[src/rtl/imem_loader_pkg.sv]
// Shared types and constants for the boot-time instruction memory loader.
package imem_loader_pkg;

  typedef enum logic [2:0] {
    StIdle,
    StLenLo,
    StLenHi,
    StData,
    StCheck,
    StDone,
    StError
  } state_e;

  localparam int unsigned BYTES_PER_WORD = 4;
  localparam logic [7:0]  CSUM_INIT      = 8'h00;

endpackage

[src/rtl/imem_word_packer.sv]
// Packs little-endian bytes into 32-bit words; word_valid marks the 4th byte.
module imem_word_packer
  import imem_loader_pkg::*;
(
  input  logic        clk,
  input  logic        rst,
  input  logic        clear,
  input  logic        byte_valid,
  input  logic [7:0]  byte_data,
  output logic        word_valid,
  output logic [31:0] word_data
);

  logic [1:0]  cnt_q;
  logic [23:0] asm_q;

  always_ff @(posedge clk) begin
    if (rst || clear) begin
      cnt_q <= '0;
      asm_q <= '0;
    end else if (byte_valid) begin
      cnt_q <= cnt_q + 2'd1;
      unique case (cnt_q)
        2'd0:    asm_q[7:0]   <= byte_data;
        2'd1:    asm_q[15:8]  <= byte_data;
        2'd2:    asm_q[23:16] <= byte_data;
        default: asm_q        <= '0;
      endcase
    end
  end

  // The top byte bypasses the register so the word is complete on the 4th transfer.
  assign word_valid = byte_valid && (cnt_q == 2'(BYTES_PER_WORD - 1));
  assign word_data  = {byte_data, asm_q};

endmodule

[src/rtl/imem_loader.sv]
// Parses a framed program image (length, words, XOR checksum) into instruction memory
// and holds the core in reset until the image is verified.
module imem_loader
  import imem_loader_pkg::*;
#(
  parameter int unsigned MEM_WORDS = 128,
  parameter int unsigned LEN_W     = 16
) (
  input  logic        clk,
  input  logic        rst,
  input  logic        start,
  input  logic        in_valid,
  input  logic [7:0]  in_data,
  output logic        in_ready,
  output logic        wr_en,
  output logic [31:0] wr_adr,
  output logic [31:0] wr_data,
  output logic        cpu_hold,
  output logic        done,
  output logic        error
);

  localparam int unsigned IdxW = (MEM_WORDS > 1) ? $clog2(MEM_WORDS) : 1;

  state_e            state_q, state_d;
  logic [7:0]        len_lo_q;
  logic [7:0]        csum_q;
  logic [LEN_W-1:0]  len_q;
  logic [LEN_W-1:0]  len_full;
  logic [IdxW-1:0]   word_idx_q;
  logic [31:0]       wr_adr_q, wr_data_q;
  logic              wr_en_q;
  logic              xfer, start_frame, byte_valid, word_valid, last_word;
  logic [31:0]       word_data;

  assign xfer        = in_valid && in_ready;
  assign len_full    = LEN_W'({in_data, len_lo_q});
  assign start_frame = start && (state_q inside {StIdle, StDone, StError});
  assign byte_valid  = xfer && (state_q == StData);
  assign last_word   = (32'(word_idx_q) + 32'd1) == 32'(len_q);

  imem_word_packer u_packer (
    .clk        (clk),
    .rst        (rst),
    .clear      (start_frame),
    .byte_valid (byte_valid),
    .byte_data  (in_data),
    .word_valid (word_valid),
    .word_data  (word_data)
  );

  always_ff @(posedge clk) begin
    if (rst) begin
      state_q <= StIdle;
    end else begin
      state_q <= state_d;
    end
  end

  always_comb begin
    state_d = state_q;
    unique case (state_q)
      StIdle:  if (start) state_d = StLenLo;
      StLenLo: if (xfer) state_d = StLenHi;
      StLenHi: begin
        if (xfer) begin
          if (32'(len_full) > MEM_WORDS) state_d = StError;
          else if (len_full == '0)       state_d = StCheck;
          else                           state_d = StData;
        end
      end
      StData:  if (word_valid && last_word) state_d = StCheck;
      StCheck: if (xfer) state_d = (in_data == csum_q) ? StDone : StError;
      StDone, StError: if (start) state_d = StLenLo;
      default: state_d = StIdle;
    endcase
  end

  always_comb begin
    in_ready = 1'b0;
    cpu_hold = 1'b1;
    done     = 1'b0;
    error    = 1'b0;
    unique case (state_q)
      StLenLo, StLenHi, StData, StCheck: in_ready = 1'b1;
      StDone: begin
        cpu_hold = 1'b0;
        done     = 1'b1;
      end
      StError: error = 1'b1;
      default: ;
    endcase
  end

  always_ff @(posedge clk) begin
    if (rst) begin
      len_lo_q   <= '0;
      len_q      <= '0;
      csum_q     <= CSUM_INIT;
      word_idx_q <= '0;
      wr_en_q    <= 1'b0;
      wr_adr_q   <= '0;
      wr_data_q  <= '0;
    end else begin
      wr_en_q <= 1'b0;
      if (start_frame) begin
        csum_q     <= CSUM_INIT;
        word_idx_q <= '0;
      end
      if (xfer && state_q == StLenLo) len_lo_q <= in_data;
      if (xfer && state_q == StLenHi) len_q    <= len_full;
      if (byte_valid) csum_q <= csum_q ^ in_data;
      if (word_valid) begin
        wr_en_q   <= 1'b1;
        wr_data_q <= word_data;
        wr_adr_q  <= 32'(word_idx_q) << 2;
        // Hold the index on the final word so it never wraps past the memory.
        if (!last_word) word_idx_q <= word_idx_q + 1'b1;
      end
    end
  end

  assign wr_en   = wr_en_q;
  assign wr_adr  = wr_adr_q;
  assign wr_data = wr_data_q;

endmodule

[config.mk]
export PLATFORM = sky130hd
export DESIGN_NAME = imem_loader
export DESIGN_NICKNAME = d
export VERILOG_FILES = /design/src/rtl/imem_loader_pkg.sv /design/src/rtl/imem_word_packer.sv /design/src/rtl/imem_loader.sv
export SDC_FILE = /design/constraint.sdc
export NUM_CORES = 1
export LEC_CHECK = 0
export ABC_AREA = 1
export CAP_MARGIN = 10
export CORE_ASPECT_RATIO = 0.8
export CORE_MARGIN = 10
export CORE_UTILIZATION = 45
export DETAILED_ROUTE_END_ITERATION = 7
export PLACE_DENSITY = 0.69
export SKIP_CTS_REPAIR_TIMING = 1
export SLEW_MARGIN = 30
export SYNTH_ARGS = -nofsm -noshare
export SYNTH_HDL_FRONTEND = slang
export SYNTH_HIERARCHICAL = 1
export SYNTH_SLANG_ARGS = --single-unit
[constraint.sdc]
create_clock -name clk -period 2.7 [get_ports clk]
set_clock_uncertainty 0.1 [all_clocks]
set_input_delay 0.27 -clock clk [delete_from_list [all_inputs] [get_ports clk]]
set_output_delay 0.27 -clock clk [all_outputs]
set_load 0.005 [all_outputs]
# == Yosys cells after proc, flatten, opt, wreduce, memory -nomap -nowiden ==
# Cells that the tools add are included.
# Widths: inputs -> output; s select.
# totals
ff_bits,108
latch_bits,0
ramBits,0
mem_bits_ro,0
input_bits,12
out_inout_bits,69
wordCells,80
n_memories,0
# op_classes
addsub,3
mul,0
div_mod_pow,0
magnitude_cmp,1
n_eq_ne,16
shifts,0
n_mux,22
bitwise_logic,4
reduce_logical,22
# ops
operator,n
$pmux 8 s2,3
$mux 3,7
$mux 7,3
$eq 8x16->1,1
$gt 16x8->1 const B,1
$logic_not 16->1,1
$mux 8,2
$pmux 3 s5,1
$eq 3x3->1 const B,3
$add 7x1->8 const B,1
$eq 8x8->1,1
$xor 8x8->8,1
$add 7x1->7 const B,1
$logic_and 1x1->1,7
$eq 3x2->1 const B,2
$ne 2x2->1 const B,3
$reduce_and 2->1,3
$reduce_or 2->1,3
$mux 1,5
$reduce_and 5->1,1
$eq 2x2->1 const B,2
$ne 2x1->1 const B,2
$reduce_or 4->1,1
$eq 3x1->1 const B,1
10 further kinds,12

# == Longest topological paths before layout ==
# Gate-level depths: netlist of run 1.
# depth
ltp_word,9
ltp_mapped,16
ltp_nobuf,14

# == Modules after synthesis ==
# The synthesis of run 1 kept the hierarchy.
# by_module_without_submodules
mod,n_inst,cells_each,area_per_inst_um2,seq_area_each_um2
imem_loader,1,514,3703.6,1641.6
imem_word_packer,1,193,1371.3,520.5

# == Worst setup path before layout of run 1 ==
# Ideal clock, no wire load.
# synth_timing
kind,register to register
from,reg state_q[1]
to,reg wr_data_q[10] (netlist: wr_data[10])
setup_ps,116
t_arrival_ps,2209
t_required_ps,2484
setup_slack_ps,275
path_stages_with_launch,16
path_buffers,4
period_less_slack_ps,2425
cell_sequence,dfxtp_1 > inv_1 > nor2_1 > inv_1 > nor2_1 > inv_1 > nor2_2 > buf_6 > buf_2 > nand2_1 > inv_1 > buf_4 > clkinv_1 > clkbuf_1 > nor2_1 > nor2_1
# synth_via
elab_chain_cells,6
word_cells_on_any_way,9
cone_classes,4 x eq/ne; 1 x mux; 4 x reduce/logical
# synth_lines
item,line,rtl
start: declaration,imem_loader.sv:25,"state_e state_q, state_d;"
start signal: assignment,imem_loader.sv:54,state_q <= StIdle;
start signal: assignment,imem_loader.sv:56,state_q <= state_d;
$eq 3x2->1 (tied with other cells),"imem_loader.sv:39, imem_loader.sv:84",
$reduce_or 4->1,imem_loader.sv:84,unique case (state_q)
$mux 1,imem_loader.sv:84,
$logic_and 1x1->1,imem_loader.sv:36,assign xfer = in_valid && in_ready;
$logic_and 1x1->1 (*),imem_loader.sv:39,assign byte_valid = xfer && (state_q == StData);
via byte_valid,imem_loader.sv:33,"logic xfer, start_frame, byte_valid, word_valid, last_word;"
$logic_and 1x1->1 (*),imem_word_packer.sv:33,assign word_valid = byte_valid && (cnt_q == 2'(BYTES_PER_WORD - 1));
via word_valid,imem_loader.sv:33,
end signal: assignment,imem_loader.sv:115,wr_data_q <= word_data;
end: declaration,imem_loader.sv:31,"logic [31:0] wr_adr_q, wr_data_q;"
# Mark *: on every way through the listed nets, which the timed path passes. The rest lies on a longest branch.
# A chain may end at the register's enable or synchronous reset.

# == Final worst setup path of run 1 ==
# layout_timing
from,reg state_q[2]
to,out in_ready
# layout_via
elab_chain_cells,3
word_cells_on_any_way,6
cone_classes,4 x eq/ne; 1 x mux; 1 x reduce/logical
# layout_lines
item,line,rtl
$eq 3x2->1 (tied with other cells),imem_loader.sv:84,
$reduce_or 4->1 (*),imem_loader.sv:84,
$mux 1 (*),imem_loader.sv:84,
end: declaration,imem_loader.sv:14,"output logic in_ready,"
# Every way passes the cells marked *; elsewhere a longest branch is shown, timed or not.

==> run summary, run 1 <==
Setup TNS: 0 ps
Initial Util: 46.4%
Sinks on Clock Net: 108
GRT met2 Usage: 22.3%
RSZ-0062 raised after global routing: no
Congestion Overflow GR: 0
Die area: 0.0160 mm2
Met1 Use GR: 18.7%
Layout cells sized above 1: 8.45%
Routability Congestion: 0.841
Row Count: 34
#FFs+latches synth: 108
Max-slew violation count: 0
Worst-Margin Slew: 615 ps
Sequential element share of the synthesized area: 42.6%
Ys flop type: dfxtp_1
Cell count after synthesis: 707
Yosys warnings: 6
Number of flops mapped to enable cells by yosys: 0
Height of the die: 115 um
1st-iter DRT viols: 365
Area grow syn2layout: 15.9%
Final hold slack: 373 ps
Root buffer cell: clkbuf_16
Fin crit share: 83.6%
Fmax: 443 MHz
Initial antenna violation count: 0
Ant diodes: 0
CP required: 2330 ps
Synthesized cell area: 0.00507 mm2
Synth cell types: 36
Final critical-path required period: 2260 ps
Syn Area/Cell: 7.18 um2
GRT Total Usage: 14.4%
Async set-reset flop share out of synthesis: 0%
Nets: 758
Post-Synth XOR/XNOR Area: 1.55%
Drt pass-1 iters: 6
Final setup viols: 0
Vias/cell: 4.81
Worst setup SP type: register
Io pins: 81
Fill cells: 1,027
Worst-path clk slew: 70 ps
Worst vdd ir: 0.000405 V
Core ar.: 0.0109 mm2
GRT busiest layer: met2
CTS H-tree lvls: 3
Most frequent cells in the layout: 124 x nand2_1, 118 x nor2_1, 108 x dfxtp_1
HPWL after DPL: 8200 um
Slew Limit Headroom: 59.0%
Pin count of the biggest net entering global routing: 67
Global Route met3 Usage: 4.53%
Compound-gate portion of the synthesized area: 12.9%
Layout Utilization: 53.8%
IO buf count: 55
Crit path DAT: 1890 ps
Clock Tree Buf Depth: 2
CTS buffer count: 9
Routed WL: 11,700 um
Main combinational cell family by area after synthesis: simple AND/OR/NAND/NOR gates
Setup crit end kind: output pin
Maximum fanout along the worst path: 5
CTS tree: done
Final hold violation count: 0
Hold Crit Class: reg2reg
Post-Synth Simple-Gate Area: 28.2%
Pwr Density: 697 mW/mm2
Mux cell area share after synthesis: 0%
First-pass GRT wire length: 19,400 um
Maxcap violations: 0
Number of global-route vias before repair: 3,989
Vias post-DR: 4,285
# DRC: 0
Adder-Cell Fraction of Synth Area: 1.23%
Leak Pwr: 2.55 nW
Status: complete, no violations
Die X-Extent: 139 um
Crit path kind: reg2out
Post-DRT Antenna Nets: 0
Commonest non-fill, non-tap cell in the layout: nand2_1
Worst-skew pair later-pin latency: 350 ps
Wirelength per Cell: 13.1 um
## cell families (layout without fill, tap and decap cells)
family	Yosys count	count (layout)
AO/OA/AOI/OAI	130	130
XOR/XNOR	9	9
flip-flops	108	108
adder cells (fa/ha/maj)	5	5
buffers and inverters	132	147
other	1	25
AND/OR/NAND/NOR	322	322
## metrics by stage
step | setup slack [ps] | std cells | instance area (um2) | total power [mW]
final | 443 | 890 | 5880 | 4.10
after global routing | 220 | 890 | 5880 | 4.32
after CTS | 426 | 890 | 5880 | 4.12
after detailed placement | 471 | 874 | 5540 | 2.64
after global placement | 478 | 874 | 5540 | 2.62
after floorplan | 275 | 731 | 5160 | 2.46
## sequential cells by signal (all words and copies together), names as in the netlist
register	cells
csum_q	8
wr_adr	7
u_packer/cnt_q	2
len_q	16
len_lo_q	8
state_q	3
word_idx_q	7
u_packer/asm_q	24
wr_en	1
wr_data	32
## worst max-delay path: stages (launching register included)
cell and delay [ps]:
dfxtp_1 390, inv_1 90, nor3_1 280, inv_1 90, nand2_1 80, inv_1 40
nand3_1 70, clkdlybuf4s50_1 510
## routing by layer
metal | vias to the layer above | part of all wire (%)
li1 | 2237 | -
met1 | 1932 | 49
met2 | 102 | 42
met3 | 14 | 6.5
met4 | 0 | 1.7
met5 | - | 0
## layout make-up
type                       instances  area [um2]  area share (%)
tap                              144         180            3.06
multi-input combinational        491        2320            39.5
sequential                       108        2160            36.8
clock buffer                      10         229            3.89
clock inverter                     6         113            1.91
inverter                          67         256            4.36
timing repair buffer              64         618            10.5
## Yosys cell counts (all sizes together), types with 5 or more instances
master	count	area [um2]
nand4	5	31.3
nand3	38	200
inv	66	253
nand2	130	513
clkbuf	16	60.1
nor3	6	35.0
dfxtp	108	2160
nor2	139	626
xnor2	5	43.8
o21ai	70	350
buf	49	362
a21oi	59	299
ha	5	62.6
## final timing paths
kind	from	endpoint	slack, ps	cells after the start
worst max-delay path	state_q[2]	in_ready	440	7
worst min-delay path	len_lo_q[1]	len_q[1]	370	2
worst max register to register	state_q[1]	wr_data[26]	510	13
worst min register to register	len_lo_q[1]	len_q[1]	370	2
## where the power goes
| part | total [mW] | switching [mW] | internal [mW] | leakage, nW |
|---|---|---|---|---|
| sequential | 1.77 | 0.0741 | 1.70 | 0.873 |
| combinational | 0.836 | 0.539 | 0.297 | 1.52 |
| clock | 1.49 | 0.582 | 0.907 | 0.155 |
| total | 4.10 | 1.20 | 2.90 | 2.55 |
Note: power is estimated with default switching activity, not from simulation.
==> inputs of run 2 (changes only) <==
--- a/config.mk
+++ b/config.mk
@@ -11,7 +11,7 @@
 export CORE_MARGIN = 10
 export CORE_UTILIZATION = 45
 export DETAILED_ROUTE_END_ITERATION = 7
-export PLACE_DENSITY = 0.69
+export PLACE_DENSITY = 0.72
 export SKIP_CTS_REPAIR_TIMING = 1
 export SLEW_MARGIN = 30
 export SYNTH_ARGS = -nofsm -noshare
==> constraint.sdc (replaced) <==
create_clock -name clk -period 2 [get_ports clk]
set_clock_uncertainty 0.1 [all_clocks]
set_input_delay 0.2 -clock clk [delete_from_list [all_inputs] [get_ports clk]]
set_output_delay 0.2 -clock clk [all_outputs]
set_load 0.005 [all_outputs]
==> run 2 against run 1 <==
  * Cell count rose by 1.9%
  * Largest power group unchanged
  * Via count rose by 3.6%
  * Register-to-register slack got worse by 370 ps
  * Largest cell class unchanged
  * Critical path type unchanged
  * Clock power rose by 15%
==> run summary, run 2 (synthesis gave the netlist of run 1 again) <==
Status: complete, no violations
Root buffer cell: clkbuf_16
Worst vdd ir: 0.000552 V (+36%)
Fmax: 526 MHz
CTS buffer count: 9 (unchanged)
Worst-skew pair later-pin latency: 340 ps (about the same)
Reg area: 0.00217 mm2 (+0.41%)
Post-DRT Antenna Nets: 0 (unchanged)
Max-slew violation count: 0 (unchanged)
Ant diodes: 0 (unchanged)
Area grow syn2layout: 19.9%
Routed WL: 12,200 um (+5.0%)
Area post-placement: 0.00571 mm2 (+3.0%)
Sinks on Clock Net: 108 (unchanged)
Crit path DAT: 1600 ps (-290 ps)
Final setup viols: 0 (unchanged)
Fin crit share: 95.0%
CTS H-tree lvls: 3 (unchanged)
RR Endpoint: u_packer/asm_q[5]
Core ar.: 0.0109 mm2 (unchanged)
Worst setup SP type: register
Leak Pwr: 2.66 nW (+4.1%)
Critical path startpoint: state_q[2]
Post-route cell area: 0.00608 mm2 (+3.4%)
Number of global-route vias before repair: 4,103 (+2.9%)
Worst-path clk slew: 60 ps (about the same)
CTS tree: done
Hold path depth: 2 (unchanged)
Congestion Overflow GR: 0 (unchanged)
Area of the multi-input gates: 0.00236 mm2 (+1.5%)
Commonest non-fill, non-tap cell in the layout: nand2_1
First-pass GRT wire length: 19,900 um (+2.3%)
Most frequent cells in the layout: 124 x nand2_1, 116 x nor2_1, 105 x dfxtp_1
Layout Utilization: 55.7% (+1.8 points)
Row Count: 34 (unchanged)
1st-iter DRT viols: 397 (+8.8%)
IO buf count: 55 (unchanged)
Worst-Margin Slew: 620 ps (+4.96 ps)
Tot Pwr: 5.38 mW (+31%)
Initial Util: 46.4% (unchanged)
Reg2Reg Depth: 12 (-1)
Hold-critical path endpoint: csum_q[0]
HPWL after DPL: 8710 um (+6.2%)
Fill cells: 1,037 (+0.97%)
Crit path kind: reg2out
Hold Crit Start: csum_q[0]
Io pins: 81 (unchanged)
Initial antenna violation count: 0 (unchanged)
Pwr Density: 885 mW/mm2 (+27%)
Clock Tree Buf Depth: 2 (unchanged)
Nets: 776 (+2.4%)
Place WS: 59.3 ps (-412 ps)
Setup TNS: 0 ps (unchanged)
R2r setup slk: 140 ps (-370 ps)
Worst R2R Start: state_q[0]
Height of the die: 115 um (unchanged)
# DRC: 0 (unchanged)
GRT Total Usage: 14.8% (+0.38 points)
Final critical-path required period: 1900 ps
Maxcap violations: 0 (unchanged)
Vias post-DR: 4,438 (+3.6%)
Worst setup margin: 100 ps (-343 ps)
Slew Limit Headroom: 58.7% (-0.33 points)
Vias/cell: 4.89 (+1.6%)
Die area: 0.0160 mm2 (unchanged)
Pin count of the biggest net entering global routing: 67 (unchanged)
Drt pass-1 iters: 5 (-1)
Layout cells sized above 1: 11.9% (+3.5 points)
Final hold violation count: 0 (unchanged)
Wirelength per Cell: 13.5 um (+3.0%)
Setup crit end kind: output pin
CP required: 1700 ps (-630 ps)
Die X-Extent: 139 um (unchanged)
Routability Congestion: 0.794 (-5.6%)
Hold Crit Class: reg2reg
Maximum fanout along the worst path: 5 (unchanged)
Flip-flop count of the largest register after layout: 32 (unchanged)
[run 2: power by group]
| part | internal, mW | total, mW | switching [mW] |
|---|---|---|---|
| combinational | 0.466 | 1.25 | 0.780 |
| sequential | 2.30 | 2.42 | 0.116 |
| clock | 0.997 | 1.72 | 0.721 |
| total | 3.77 | 5.38 | 1.62 |
[run 2: critical path, cell delays in order (launching register included)]
cell             delay (ps)
dfxtp_1                 390
inv_1                   130
nor3_4                  170
clkdlybuf4s50_1         560
[run 2: metal layers]
layer  wire, um  global-route usage, %  up-vias
li1           -                      -     2281
met4         95                   4.09        0
met2       5570                   23.9      121
met5          0                      0        -
met3        849                   4.66       10
met1       5710                   18.8     2026
[run 2: worst max path at each step]
stage	to	slack (ps)	cells after the start
2_1_floorplan	wr_data[7]	-20	15
3_3_place_gp	wr_data[10]	110	8
3_5_place_dp	wr_data[16]	60	11
4_1_cts	in_ready	-180	7
5_1_grt	state_q[2]	-60	12
6_report	error	100	3
[run 2: final cells by class]
cell class / instances / share of cell area [%]
Inverter: 67 / 4.38
Clock buffer: 13 / 4.11
Clock inverter: 2 / 0.576
Sequential cell: 108 / 35.7
Multi-Input combinational cell: 491 / 38.8
Timing Repair Buffer: 82 / 13.5
Tap cell: 144 / 2.96
[run 2: through the flow]
stage,hold slack [ps],instances
2_1_floorplan,248,731
3_3_place_gp,357,889
3_5_place_dp,363,889
4_1_cts,376,904
5_1_grt,401,907
6_report,373,907
==> inputs of run 3 (changes only) <==
--- a/config.mk
+++ b/config.mk
@@ -12,6 +12,7 @@
 export CORE_UTILIZATION = 45
 export DETAILED_ROUTE_END_ITERATION = 7
 export PLACE_DENSITY = 0.72
+export SETUP_SLACK_MARGIN = 0.5
 export SKIP_CTS_REPAIR_TIMING = 1
 export SLEW_MARGIN = 30
 export SYNTH_ARGS = -nofsm -noshare
==> run 3 against run 2 <==
  * Clock power grew 11%
  * Power is 19% higher
  * Critical path depth increased by 10
  * Critical path type is now reg2reg
  * Critical endpoint is now u_packer/asm_q[0]
  * Largest cell class unchanged
==> run summary, run 3 (synthesis gave the netlist of run 1 again) <==
Status: complete, no violations
Final hold violation count: 0 (unchanged)
Worst-path clk slew: 70 ps (about the same)
Drt pass-1 iters: 6 (+1)
CTS H-tree lvls: 3 (unchanged)
Row Count: 34 (unchanged)
Nets: 815 (+5.0%)
Crit path kind: reg2reg
GRT Total Usage: 14.9% (+0.15 points)
Die area: 0.0160 mm2 (unchanged)
Reg area: 0.00219 mm2 (+0.81%)
Most frequent cells in the layout: 97 x dfxtp_1, 96 x nand2_1, 70 x nor2_1
Post-route cell area: 0.00744 mm2 (+22%)
Seq pwr share: 38.2% (-6.8 points)
Pin count of the biggest net entering global routing: 67 (unchanged)
Cell-internal power: 4.31 mW (+14%)
CP required: 2180 ps (+480 ps)
Root buffer cell: clkbuf_16
Height of the die: 115 um (unchanged)
Io pins: 81 (unchanged)
Gate power share: 32.0% (+8.9 points)
Commonest non-fill, non-tap cell in the layout: dfxtp_1
Routability Congestion: 0.857 (+8.0%)
Net Sw Frac: 32.8% (+2.8 points)
Final hold slack: 378 ps (+4.56 ps)
HPWL after DPL: 8730 um (+0.19%)
Fmax: 518 MHz (-1.6%)
# DRC: 0 (unchanged)
Crit path DAT: 2110 ps (+510 ps)
First-pass GRT wire length: 20,300 um (+2.1%)
Place WS: 70.7 ps (+11.4 ps)
1st-iter DRT viols: 435 (+9.6%)
Vias/cell: 5.22 (+6.8%)
Hold Crit Class: reg2reg
Maxcap violations: 0 (unchanged)
Routed WL: 15,600 um (+27%)
RSZ-0062 raised after global routing: yes
IO buf count: 55 (unchanged)
Initial antenna violation count: 0 (unchanged)
Layout cells sized above 1: 34.7% (+23 points)
Number of global-route vias before repair: 4,278 (+4.3%)
Setup crit end kind: register
Maximum fanout along the worst path: 8 (+3)
Leak Pwr: 3.74 nW (+41%)
Area grow syn2layout: 46.6%
Max-slew violation count: 0 (unchanged)
Worst setup SP type: register
Fin crit share: 96.5% (+1.5 points)
CTS tree: done
Initial Util: 46.4% (unchanged)
Net switching power figure: 2.10 mW (+30%)
Sinks on Clock Net: 108 (unchanged)
Worst vdd ir: 0.000467 V (-15%)
Core ar.: 0.0109 mm2 (unchanged)
Area of the multi-input gates: 0.00303 mm2 (+28%)
Post-DRT Antenna Nets: 0 (unchanged)
Clock Tree Buf Depth: 2 (unchanged)
Congestion Overflow GR: 0 (unchanged)
Die X-Extent: 139 um (unchanged)
Vias post-DR: 4,948 (+11%)
Flip-flop count of the largest register after layout: 32 (unchanged)
Fill cells: 824 (-21%)
CTS buffer count: 9 (unchanged)
Area post-placement: 0.00572 mm2 (+0.26%)
Worst-skew pair later-pin latency: 350 ps (about the same)
Ant diodes: 0 (unchanged)
Wirelength per Cell: 16.4 um (+22%)
Clock share of power: 29.8% (-2.1 points)
Pwr Density: 861 mW/mm2 (-2.7%)
Final critical-path required period: 1930 ps (+30.0 ps)
Worst setup margin: 69.9 ps (-30.0 ps)
Final setup viols: 0 (unchanged)
==> run 3: final timing paths <==
| kind | to | slack, ps | cells past startpoint | startpoint |
|---|---|---|---|---|
| worst max register to register | u_packer/asm_q[0] | 70 | 13 | state_q[1] |
| worst max-delay path | u_packer/asm_q[0] | 70 | 13 | state_q[1] |
| worst min-delay path | len_q[2] | 380 | 2 | len_lo_q[2] |
| worst min register to register | len_q[2] | 380 | 2 | len_lo_q[2] |
==> run 3: routing by layer <==
layer  global-route usage [%]  vias to the layer above  wire, um
met3                     4.37                       36       863
met4                     5.41                        0       329
li1                         -                     2371         -
met1                     18.2                     2363      6690
met2                     24.7                      178      7690
met5                        0                        -         0
==> run 3: worst max-delay path, cell delays in order, from the launching register on <==
cell,delay (ps)
dfxtp_4,390
inv_4,40
nor2_1,110
inv_1,90
nor2_2,160
inv_2,70
nor2_4,110
buf_6,110
buf_12,130
clkinv_8,70
nor2_8,120
buf_12,160
nor2_2,40
nor2_1,130
==> run 3: layout make-up <==
class                   instances  share of cell area (%)
inverters                      67                    4.20
repair inverters                2                   0.370
well taps                     144                    2.42
clock inverters                 5                    1.01
flip-flops and latches        108                    29.4
clock buffers                  11                    3.26
repair buffers                118                    18.6
multi-input cells             492                    40.7
==> run 3: power by group through the flow <==
stage / combinational, mW / clock, mW / sequential (mW)
after floorplan: 0.935 / 0 / 2.42
after global placement: 1.16 / 0 / 2.44
after detailed placement: 1.18 / 0 / 2.45
after CTS: 1.20 / 1.93 / 2.40
after global routing: 2.19 / 2.02 / 2.46
final: 2.05 / 1.91 / 2.45
==> run 3: per-stage QoR <==
step	TNS [ps]	total power, mW	util [%]	cells
4_1_cts	-243	5.53	55.2	904
5_1_grt	0	6.67	68.1	947
2_1_floorplan	-551	3.36	-	731
6_report	0	6.41	68.1	947
3_5_place_dp	0	3.63	52.3	888
3_3_place_gp	0	3.60	52.3	888
